`config.mk`:
```
export PLATFORM = sky130hd
export DESIGN_NAME = clk_div_gen
export DESIGN_NICKNAME = d
export VERILOG_FILES = /design/src/rtl/clk_div_pkg.sv /design/src/rtl/clk_div_chan.sv /design/src/rtl/clk_div_gen.sv
export SDC_FILE = /design/constraint.sdc
export NUM_CORES = 1
export LEC_CHECK = 0
export CAP_MARGIN = 20
export CORE_AREA = 3 3 69 87
export CTS_CLUSTER_SIZE = 30
export DETAILED_ROUTE_END_ITERATION = 6
export DIE_AREA = 0 0 72 90
export PLACE_DENSITY = 0.81
export SYNTH_ARGS = -nofsm -noshare
export SYNTH_HDL_FRONTEND = slang
export SYNTH_SLANG_ARGS = --single-unit
```
`constraint.sdc`:
```
create_clock -name clk_in -period 3.2 [get_ports clk_in]
set_input_delay 0.64 -clock clk_in [delete_from_list [all_inputs] [get_ports clk_in]]
set_output_delay 0.64 -clock clk_in [all_outputs]
set_load 0.05 [all_outputs]
```
`src/rtl/clk_div_pkg.sv`:
```
// Shared constants and helpers for the multi-channel clock-enable generator.
package clk_div_pkg;

  localparam int unsigned DEF_DIV_W       = 8;
  localparam int unsigned DEF_DEFAULT_DIV = 4;
  localparam int unsigned DEF_LOCK_CYCLES = 16;

  // FSM encoding
  localparam logic [0:0] SETTLE = 1'b0;
  localparam logic [0:0] LOCKED = 1'b1;

  // Index width for n items, never narrower than one bit.
  function automatic int unsigned ch_width(input int unsigned n);
    return (n > 1) ? $clog2(n) : 1;
  endfunction

endpackage

```
`src/rtl/clk_div_chan.sv`:
```
// One divider channel: programmable ratio, free-running counter, registered
// clock-enable pulse and divided clock.
module clk_div_chan
  import clk_div_pkg::*;
#(
  parameter int unsigned DIV_W       = DEF_DIV_W,
  parameter int unsigned DEFAULT_DIV = DEF_DEFAULT_DIV
) (
  input  logic             clk_in,
  input  logic             rst_n,
  input  logic             load,
  input  logic [DIV_W-1:0] load_div,
  input  logic             gate,
  input  logic             restart,
  output logic             ce,
  output logic             clk_div
);

  logic [DIV_W-1:0] div_q;
  logic [DIV_W-1:0] cnt_q;
  logic             ce_q;
  logic             clk_q;
  logic             wrap;

  assign wrap    = (cnt_q == (div_q - DIV_W'(1)));
  assign ce      = ce_q;
  assign clk_div = clk_q;

  always_ff @(posedge clk_in or negedge rst_n) begin
    if (!rst_n) begin
      div_q <= DIV_W'(DEFAULT_DIV);
      cnt_q <= '0;
      ce_q  <= 1'b0;
      clk_q <= 1'b0;
    end else if (load) begin
      div_q <= load_div;
      cnt_q <= '0;
      ce_q  <= 1'b0;
      clk_q <= 1'b0;
    end else if (restart || gate) begin
      // Gated channels park; restart re-phases the counter to zero.
      if (restart) cnt_q <= '0;
      ce_q  <= 1'b0;
      clk_q <= 1'b0;
    end else begin
      cnt_q <= wrap ? '0 : cnt_q + DIV_W'(1);
      ce_q  <= wrap;
      clk_q <= (cnt_q < (div_q >> 1));
    end
  end

endmodule

```
`src/rtl/clk_div_gen.sv`:
```
// Multi-channel clock-enable generator: settle/lock FSM, runtime ratio
// reconfiguration handshake. Define CLKGEN_PHASE_SYNC_EN to re-phase all channels on relock.
module clk_div_gen
  import clk_div_pkg::*;
#(
  parameter int unsigned NUM_CH      = 2,
  parameter int unsigned DIV_W       = DEF_DIV_W,
  parameter int unsigned DEFAULT_DIV = DEF_DEFAULT_DIV,
  parameter int unsigned LOCK_CYCLES = DEF_LOCK_CYCLES,
  localparam int unsigned CH_W       = ch_width(NUM_CH)
) (
  input  logic              clk_in,
  input  logic              rst_n,
  input  logic              cfg_valid,
  output logic              cfg_ready,
  input  logic [CH_W-1:0]   cfg_ch,
  input  logic [DIV_W-1:0]  cfg_div,
  output logic              cfg_err,
  output logic [NUM_CH-1:0] ce_out,
  output logic [NUM_CH-1:0] clk_out,
  output logic              locked
);

`ifdef CLKGEN_PHASE_SYNC_EN
  localparam bit PHASE_SYNC = 1'b1;
`else
  localparam bit PHASE_SYNC = 1'b0;
`endif

  localparam int unsigned SET_W = ch_width(LOCK_CYCLES);

  logic [0:0]        state_q, state_d;
  logic [SET_W-1:0]  settle_q, settle_d;
  logic [NUM_CH-1:0] sel_q, sel_d;
  logic              err_q, err_d;
  logic              boot_q;
  logic              fire, bad, accept, exit_settle;
  logic [NUM_CH-1:0] load, gate, restart;

  assign cfg_ready = (state_q == LOCKED);
  assign locked    = (state_q == LOCKED);
  assign cfg_err   = err_q;

  always_comb begin
    fire        = cfg_valid && cfg_ready;
    bad         = (cfg_div < DIV_W'(2)) || (32'(cfg_ch) >= NUM_CH);
    accept      = fire && !bad;
    exit_settle = (state_q == SETTLE) && (settle_q == SET_W'(LOCK_CYCLES - 1));

    state_d  = state_q;
    settle_d = settle_q;
    sel_d    = sel_q;
    err_d    = fire && bad;

    if (state_q == SETTLE) begin
      if (exit_settle) state_d = LOCKED;
      else             settle_d = settle_q + SET_W'(1);
    end else if (accept) begin
      state_d  = SETTLE;
      settle_d = '0;
      sel_d    = PHASE_SYNC ? {NUM_CH{1'b1}} : (NUM_CH'(1) << cfg_ch);
    end

    for (int i = 0; i < NUM_CH; i++) begin
      load[i]    = accept && (cfg_ch == CH_W'(i));
      gate[i]    = (state_q == SETTLE) && sel_q[i];
      // boot_q makes the first edge after reset act as a restart edge.
      restart[i] = boot_q || (exit_settle && sel_q[i]) || (PHASE_SYNC && accept);
    end
  end

  always_ff @(posedge clk_in or negedge rst_n) begin
    if (!rst_n) begin
      state_q  <= SETTLE;
      settle_q <= '0;
      sel_q    <= {NUM_CH{PHASE_SYNC}};
      err_q    <= 1'b0;
      boot_q   <= 1'b1;
    end else begin
      state_q  <= state_d;
      settle_q <= settle_d;
      sel_q    <= sel_d;
      err_q    <= err_d;
      boot_q   <= 1'b0;
    end
  end

  for (genvar g = 0; g < NUM_CH; g++) begin : g_chan
    clk_div_chan #(
      .DIV_W      (DIV_W),
      .DEFAULT_DIV(DEFAULT_DIV)
    ) u_chan (
      .clk_in  (clk_in),
      .rst_n   (rst_n),
      .load    (load[g]),
      .load_div(cfg_div),
      .gate    (gate[g]),
      .restart (restart[g]),
      .ce      (ce_out[g]),
      .clk_div (clk_out[g])
    );
  end

endmodule

```
==> flow_metrics.tcl, run 1 <==
set metrics [dict create \
    p_leak_nw 1.374 \
    synth.area.top_cells "sky130_fd_sc_hd__dfrtp_1, sky130_fd_sc_hd__ha_1, sky130_fd_sc_hd__nand2_1" \
    postLayoutSetupSlackWorst_ns 0.4349 \
    die_area_um2 6480 \
    critPathRequiredTime_ns 3.38 \
    final_critical_period_ns 2.765 \
    ys_seq_elements 45 \
    synth.yosys.seq_area_share_pct 40.20 \
    residual_drc 0 \
    synth_nets 332 \
    timing_worst_slew_pin_value_ns 0.9476 \
    clkSinkCount 45 \
    netlist.top_cell.by_area "sky130_fd_sc_hd__dfrtp_1" \
    ys_dominant_reg_cell "sky130_fd_sc_hd__dfrtp_1" \
    synthDistinctLibCells 52 \
    layout-drive-gt1-share_pct 9.688 \
    firstDrtPassIters 4 \
    synthesis.area_um2 2810 \
    pin_count_of_the_biggest_net_entering_global_routing 46 \
    grtUsageTotal_pct 19.43 \
    post_place_setup_slack_ns 0.3145 \
    postCtsSetupRepairBufs 0 \
    slew_violations 0 \
    endpoint_kind "flop" \
    crit_chain "or4_4, or4b_4, a2111oi_4, o311ai_2, a31oi_1, mux2i_1" \
    slowest_stage "sky130_fd_sc_hd__or4_4" \
    slew_headroom_pct 36.73 \
    cts_buffer_depth 2 \
    first_global_vias 2192 \
    asyncSetResetFlopFracSynth_pct 100.0 \
    floorplan.die.width_um 72 \
    pwr_density_cell_nw_per_um2 844.3 \
    count_of_final_setup_violators 0 \
    detailedPlacementHpwl_mm 4.314 \
    ctsRootBufferMaster "sky130_fd_sc_hd__clkbuf_8" \
    n_fill_cell 426 \
    globalplace.congestion 0.8789 \
    cts-hold-fix-buffers 0 \
    grt_setup_unrepaired "false" \
    routed_wire_length_per_instance_um 15.42 \
    dr_total_vias 2242 \
    final_antenna_net_count 0 \
    cts_repair_resize_count 0 \
    final-seq-area_um2 1130 \
    min_period_over_period_pct 86.41 \
    timing.critical_path.slowest_cell_delay_ns 0.58 \
    worstSetupStartpointType "flop" \
    post-synth-top-area-fraction_pct 37.40 \
    worst_ep_arrival_time_ns 2.94 \
    total_number_of_nets_in_the_final_design 348 \
    top_level_ports 19 \
    cts_tree "done" \
    outcome "finished clean" \
    detailedRoute.firstIterationViolations 139 \
    crit_type "reg -> reg" \
    cts_clk_pin_slew_worst_paths_ns 0.09 \
    cap_violations 0 \
    fp-row-count 29 \
    clock.fmax_mhz 361.6 \
    cp_max_fo 14 \
    finalSetupTns_ns 0 \
    coreArea_um2 5189 \
    post_synth.cell_area_avg_um2 9.275 \
    finalWirelength_mm 5.890 \
    cts_buffers 5 \
    first_pass_grt_wire_length_mm 10.09 \
    cts_max_level 2 \
    critical_path_buf_inv_count 0 \
    clk_latency_ns 0.30 \
    global_route.overflow_total 0 \
    initial_antenna_violation_count 0 \
    hold_violations 0 \
    multi_input_gate_area_in_the_final_layout_um2 1529 \
    synth-edff-count 0 \
    finClkSkew_ns 0.009419 \
    floorplan.initialDensity_pct 54.16 \
    yosys_warnings 0 \
    synthesis_to_finish_area_growth_pct 12.20 \
    vdd_ir_drop_max_mv 0.4957 \
    dr_vias_cell 5.869 \
    die_h_um 90 \
    hold_crit_path_type "in -> async" \
    n_antenna_cell 0 \
    crit_family "simple AND/OR/NAND/NOR gates" \
    io_buffers 18 \
    synth_cells 303 \
]
-- cell families (layout without fill, tap and decap cells) --
group,Yosys count,count (layout),synth area share (%)
AO/OA/AOI/OAI,67,67,16.52
XOR/XNOR,21,21,6.545
adder cells (fa/ha/maj),17,17,7.569
buffers and inverters,33,50,5.387
flip-flops,45,45,40.21
multiplexers,9,9,3.562
other,1,1,0.1334
AND/OR/NAND/NOR,110,110,20.08
-- metal layers --
metal  vias up  global-route usage, %  share of wire, %  wire [um]
li1       1104                      -                 -          -
met1      1096                  26.07                47       2787
met2        31                  30.37                47       2792
met3        11                  3.013               3.3        193
met4         0                  9.091               2.0        116
met5         -                      0                 0          0
-- final cells by class --
| type | instances | share of cell area (%) |
|---|---|---|
| Multi-Input combinational cell | 225 | 48.49 |
| Sequential cell | 45 | 35.83 |
| Timing Repair Buffer | 22 | 7.143 |
| Clock buffer | 7 | 2.738 |
| Tap cell | 62 | 2.460 |
| Inverter | 20 | 2.381 |
| Clock inverter | 1 | 0.9524 |
-- placed cells by master (no fill, tap or decap), types with 5 or more instances in the layout --
cell type / n
sky130_fd_sc_hd__o211ai_1: 5
sky130_fd_sc_hd__clkbuf_8: 6
sky130_fd_sc_hd__xnor2_1: 16
sky130_fd_sc_hd__nor2_1: 14
sky130_fd_sc_hd__nand2_1: 38
sky130_fd_sc_hd__a31oi_1: 11
sky130_fd_sc_hd__clkdlybuf4s50_1: 17
sky130_fd_sc_hd__a21o_1: 5
sky130_fd_sc_hd__nand3_1: 8
sky130_fd_sc_hd__mux2_2: 8
sky130_fd_sc_hd__a21oi_1: 8
sky130_fd_sc_hd__nand3b_1: 5
sky130_fd_sc_hd__dfrtp_1: 42
sky130_fd_sc_hd__xor2_1: 5
sky130_fd_sc_hd__nor3_1: 15
sky130_fd_sc_hd__and3_1: 5
sky130_fd_sc_hd__ha_1: 17
sky130_fd_sc_hd__o21ai_0: 22
sky130_fd_sc_hd__inv_1: 20
sky130_fd_sc_hd__nand2b_1: 6
-- per-stage QoR --
step,power [W],hold slack [ns],std cells,cell area [um2],utilization [%]
floorplan,0.001909,0.3444,303,2810,-
global placement,0.002134,0.4671,373,3009,57.99
detailed placement,0.002202,0.4781,373,3009,57.99
CTS,0.002661,0.5004,381,3126,60.24
global route,0.002864,0.3355,382,3153,60.77
finish,0.002662,0.3124,382,3153,60.77
-- registers in the layout, summed over array words and instances, names as in the netlist --
name and flops:
cfg_ready 1, sel_q 2, settle_q 4, boot_q 1, g_chan.u_chan.div_q 16, cfg_err 1
g_chan.u_chan.ce 2, g_chan.u_chan.cnt_q 16, g_chan.u_chan.clk_div 2
-- synthesized netlist by cell type, types with 2 or more instances --
cell and count:
sky130_fd_sc_hd__o31ai_1 2, sky130_fd_sc_hd__a32o_1 2, sky130_fd_sc_hd__o21a_1 2, sky130_fd_sc_hd__a21o_1 5, sky130_fd_sc_hd__nor3_1 15, sky130_fd_sc_hd__nand4_1 3, sky130_fd_sc_hd__o211ai_1 5, sky130_fd_sc_hd__a21oi_1 8
sky130_fd_sc_hd__xor2_1 5, sky130_fd_sc_hd__nand3b_1 5, sky130_fd_sc_hd__mux2_2 8, sky130_fd_sc_hd__nand3_1 8, sky130_fd_sc_hd__nand2_1 38, sky130_fd_sc_hd__buf_4 5, sky130_fd_sc_hd__a31oi_1 11, sky130_fd_sc_hd__ha_1 17
sky130_fd_sc_hd__or2_2 2, sky130_fd_sc_hd__dfrtp_1 42, sky130_fd_sc_hd__nand2b_1 6, sky130_fd_sc_hd__or3_1 2, sky130_fd_sc_hd__nor2_1 14, sky130_fd_sc_hd__and2_1 2, sky130_fd_sc_hd__o21ai_0 22, sky130_fd_sc_hd__inv_1 20
sky130_fd_sc_hd__and3_1 5, sky130_fd_sc_hd__dfstp_2 3, sky130_fd_sc_hd__o21bai_1 2, sky130_fd_sc_hd__xnor2_1 16, sky130_fd_sc_hd__clkbuf_1 5
-- path summary, 6_finish.rpt --
| path | start | endpoint | slack [ns] | cells after the start |
|---|---|---|---|---|
| max | g_chan[0].u_chan.div_q[1] | g_chan[0].u_chan.cnt_q[2] | 0.43 | 6 |
| min | rst_n | g_chan[1].u_chan.cnt_q[0] | 0.31 | 1 |
| max reg2reg | g_chan[0].u_chan.div_q[1] | g_chan[0].u_chan.cnt_q[2] | 0.43 | 6 |
| min reg2reg | sel_q[0] | sel_q[0] | 0.51 | 1 |
| max in group asynchronous | rst_n | g_chan[1].u_chan.div_q[2] | 2.31 | 2 |
| min in group clk_in | sel_q[0] | sel_q[0] | 0.51 | 1 |
-- power by group --
| group | internal, W | total [W] | leakage (nW) | switching (W) |
|---|---|---|---|---|
| clock network | 0.000255 | 0.000454 | 0.0585 | 0.000199 |
| logic | 0.000528 | 0.00118 | 0.741 | 0.000654 |
| registers | 0.000762 | 0.00103 | 0.575 | 0.000264 |
| total | 0.00154 | 0.00266 | 1.37 | 0.00112 |
No activity file was read; power rests on OpenSTA's default activity.
==> inputs of run 2 (changes only) <==
--- a/config.mk
+++ b/config.mk
@@ -10,6 +10,7 @@
 export CTS_CLUSTER_SIZE = 30
 export DETAILED_ROUTE_END_ITERATION = 6
 export DIE_AREA = 0 0 72 90
+export HOLD_SLACK_MARGIN = 0.03
 export PLACE_DENSITY = 0.81
 export SYNTH_ARGS = -nofsm -noshare
 export SYNTH_HDL_FRONTEND = slang
==> results of run 2 <==
The final DEF is identical to that of run 1; final timing and power are the same.
==> inputs of run 3 (changes only) <==
--- a/config.mk
+++ b/config.mk
@@ -6,12 +6,12 @@
 export NUM_CORES = 1
 export LEC_CHECK = 0
 export CAP_MARGIN = 20
-export CORE_AREA = 3 3 69 87
+export CORE_AREA = 3 3 70 88
 export CTS_CLUSTER_SIZE = 30
 export DETAILED_ROUTE_END_ITERATION = 6
-export DIE_AREA = 0 0 72 90
+export DIE_AREA = 0 0 73 91
 export HOLD_SLACK_MARGIN = 0.03
-export PLACE_DENSITY = 0.81
+export PLACE_DENSITY = 0.82
 export SYNTH_ARGS = -nofsm -noshare
 export SYNTH_HDL_FRONTEND = slang
 export SYNTH_SLANG_ARGS = --single-unit
==> constraint.sdc (replaced) <==
create_clock -name clk_in -period 2.4 [get_ports clk_in]
set_input_delay 0.48 -clock clk_in [delete_from_list [all_inputs] [get_ports clk_in]]
set_output_delay 0.48 -clock clk_in [all_outputs]
set_load 0.05 [all_outputs]
==> flow_metrics.tcl, run 3 (same netlist as run 1, synthesis figures left out) <==
set metrics [dict create \
    slew_violations 0 \
    clock.fmax_mhz 390.4 \
    hold_violations 0 \
    floorplan.initialDensity_pct 51.63 \
    final_critical_period_ns 2.562 \
    routed_wire_length_per_instance_um 15.29 \
    cell_internal_pwr_w 0.002088 \
    crit_chain "or4_4, or4b_4, a2111oi_4, buf_4, o311ai_4, a32o_1" \
    worst_ep_arrival_time_ns 2.76 \
    cts_buffers 5 \
    layout-drive-gt1-share_pct 16.72 \
    failing_checks "negative setup slack" \
    timing_worst_slew_pin_value_ns 0.8949 \
    count_of_final_setup_violators 9 \
    pwr_density_cell_nw_per_um2 1105 \
    detailedRoute.firstIterationViolations 196 \
    slowest_stage "sky130_fd_sc_hd__or4_4" \
    crit_type "reg -> reg" \
    crit_family "simple AND/OR/NAND/NOR gates" \
    vdd_ir_drop_max_mv 0.4023 \
    finalWirelength_mm 6.192 \
    finalSetupTns_ns -0.9273 \
    total_number_of_nets_in_the_final_design 369 \
    finClkSkew_ns 0.008634 \
    endpoint_kind "flop" \
    cts_max_level 2 \
    cts-hold-fix-buffers 0 \
    post_place_setup_slack_ns -0.2215 \
    ctsRootBufferMaster "sky130_fd_sc_hd__clkbuf_8" \
    critical_path_buf_inv_count 1 \
    critPathRequiredTime_ns 2.60 \
    min_period_over_period_pct 106.7 \
    timing.critical_path.slowest_cell_delay_ns 0.52 \
    slew_headroom_pct 40.34 \
    cts_buffer_depth 2 \
    first_global_vias 2349 \
    placed_cells 394 \
    fp-row-count 30 \
    first_pass_grt_wire_length_mm 10.81 \
    globalplace.congestion 0.8409 \
    coreArea_um2 5443 \
    floorplan.die.width_um 73 \
    postLayoutSetupSlackWorst_ns -0.1615 \
    io_buffers 18 \
    initial_antenna_violation_count 0 \
    cts_tree "done" \
    grt_setup_unrepaired "true" \
    top_level_ports 19 \
    firstDrtPassIters 5 \
    swShare_pct 43.08 \
    pin_count_of_the_biggest_net_entering_global_routing 41 \
    final-instance-count-excl-fill 405 \
    cp_max_fo 7 \
    detailedPlacementHpwl_mm 4.491 \
    die_area_um2 6643 \
    synthesis_to_finish_area_growth_pct 18.12 \
    cts_clk_pin_slew_worst_paths_ns 0.09 \
    clkSinkCount 45 \
    grtUsageTotal_pct 20.38 \
    hold_crit_path_type "in -> async" \
    n_antenna_cell 0 \
    residual_drc 0 \
    p_leak_nw 1.468 \
    final_antenna_net_count 0 \
    layout.cells.most_common "sky130_fd_sc_hd__dfrtp_1" \
    die_h_um 91 \
    pwr-share-clk_pct 13.7 \
    totalPowerFinal_w 0.003667 \
    clk_latency_ns 0.30 \
    dr_vias_cell 5.874 \
    outcome "finished with violations" \
    dr_total_vias 2379 \
    cap_violations 0 \
    power_frac_comb_pct 50.6 \
    biggestRegsByFlops "g_chan.u_chan.cnt_q: 16 flops, g_chan.u_chan.div_q: 16 flops, settle_q: 4 flops" \
    seq_power_share_pct 35.7 \
    netSwitchingPower_w 0.001580 \
    worstSetupStartpointType "flop" \
    global_route.overflow_total 0 \
    final_cell_mix "sky130_fd_sc_hd__dfrtp_1, sky130_fd_sc_hd__nand2_1, sky130_fd_sc_hd__buf_4" \
]
==> run 3: power groups by stage <==
| stage | Clock [W] | Sequential, W | Combinational (W) |
|---|---|---|---|
| 2_1_floorplan | 0 | 0.00128 | 0.00128 |
| 3_3_place_gp | 0 | 0.00130 | 0.00168 |
| 3_5_place_dp | 0 | 0.00132 | 0.00176 |
| 4_1_cts | 0.000517 | 0.00130 | 0.00182 |
| 5_1_grt | 0.000539 | 0.00135 | 0.00206 |
| 6_report | 0.000502 | 0.00131 | 0.00186 |
==> run 3: area by class of cell <==
type	instances	area, um2
tap	64	80.08
clock inverter	2	13.76
fill	447	2123
timing repair buffer	42	355.3
sequential	45	1130
inverter	20	75.07
clock buffer	6	82.58
multi-input combinational	226	1583
==> run 3: worst paths after layout <==
check | from | to | slack [ns] | cells past startpoint
worst max register to register | g_chan[0].u_chan.div_q[0] | g_chan[0].u_chan.cnt_q[7] | -0.16 | 6
min in group clk_in | sel_q[0] | sel_q[0] | 0.49 | 1
max in group asynchronous | rst_n | settle_q[2] | 1.51 | 2
worst max-delay path | g_chan[0].u_chan.div_q[0] | g_chan[0].u_chan.cnt_q[7] | -0.16 | 6
worst min register to register | sel_q[0] | sel_q[0] | 0.49 | 1
worst min-delay path | rst_n | g_chan[1].u_chan.ce | 0.29 | 1
==> run 3: worst reg2reg max path, delay by kind of cell, from the launching register on <==
kind	cells	cell delay [ns]
buffers and inverters	1	0.20
and+or+nand+nor	2	1.03
DFF	1	0.40
AOI/OAI and AO/OA	3	0.83
==> run 3: stage by stage <==
stage | utilization, % | hold slack, ns | area [um2]
finish | 60.99 | 0.2910 | 3319
CTS | 60.53 | 0.3224 | 3294
global route | 60.99 | 0.3524 | 3319
global placement | 58.14 | 0.4657 | 3164
floorplan | - | 0.1844 | 2820
detailed placement | 58.14 | 0.4776 | 3164
==> run 3: repair_timing <==
action | 4_1_cts | 5_1_grt
resized for setup | 2 | 4
endpoints found under the setup margin | 9 | 18
pin swaps | 7 | 3
buffers inserted | 1 | 1
cloned | 1 | 0
==> run 3: routing by layer <==
layer | wire, um | part of all wire (%) | vias to the layer above | GRT usage, %
met3 | 335 | 5.4 | 11 | 3.987
met5 | 0 | 0 | - | 0
met2 | 2989 | 48 | 80 | 32.76
met4 | 112 | 1.8 | 0 | 7.077
li1 | - | - | 1143 | -
met1 | 2754 | 44 | 1145 | 26.95
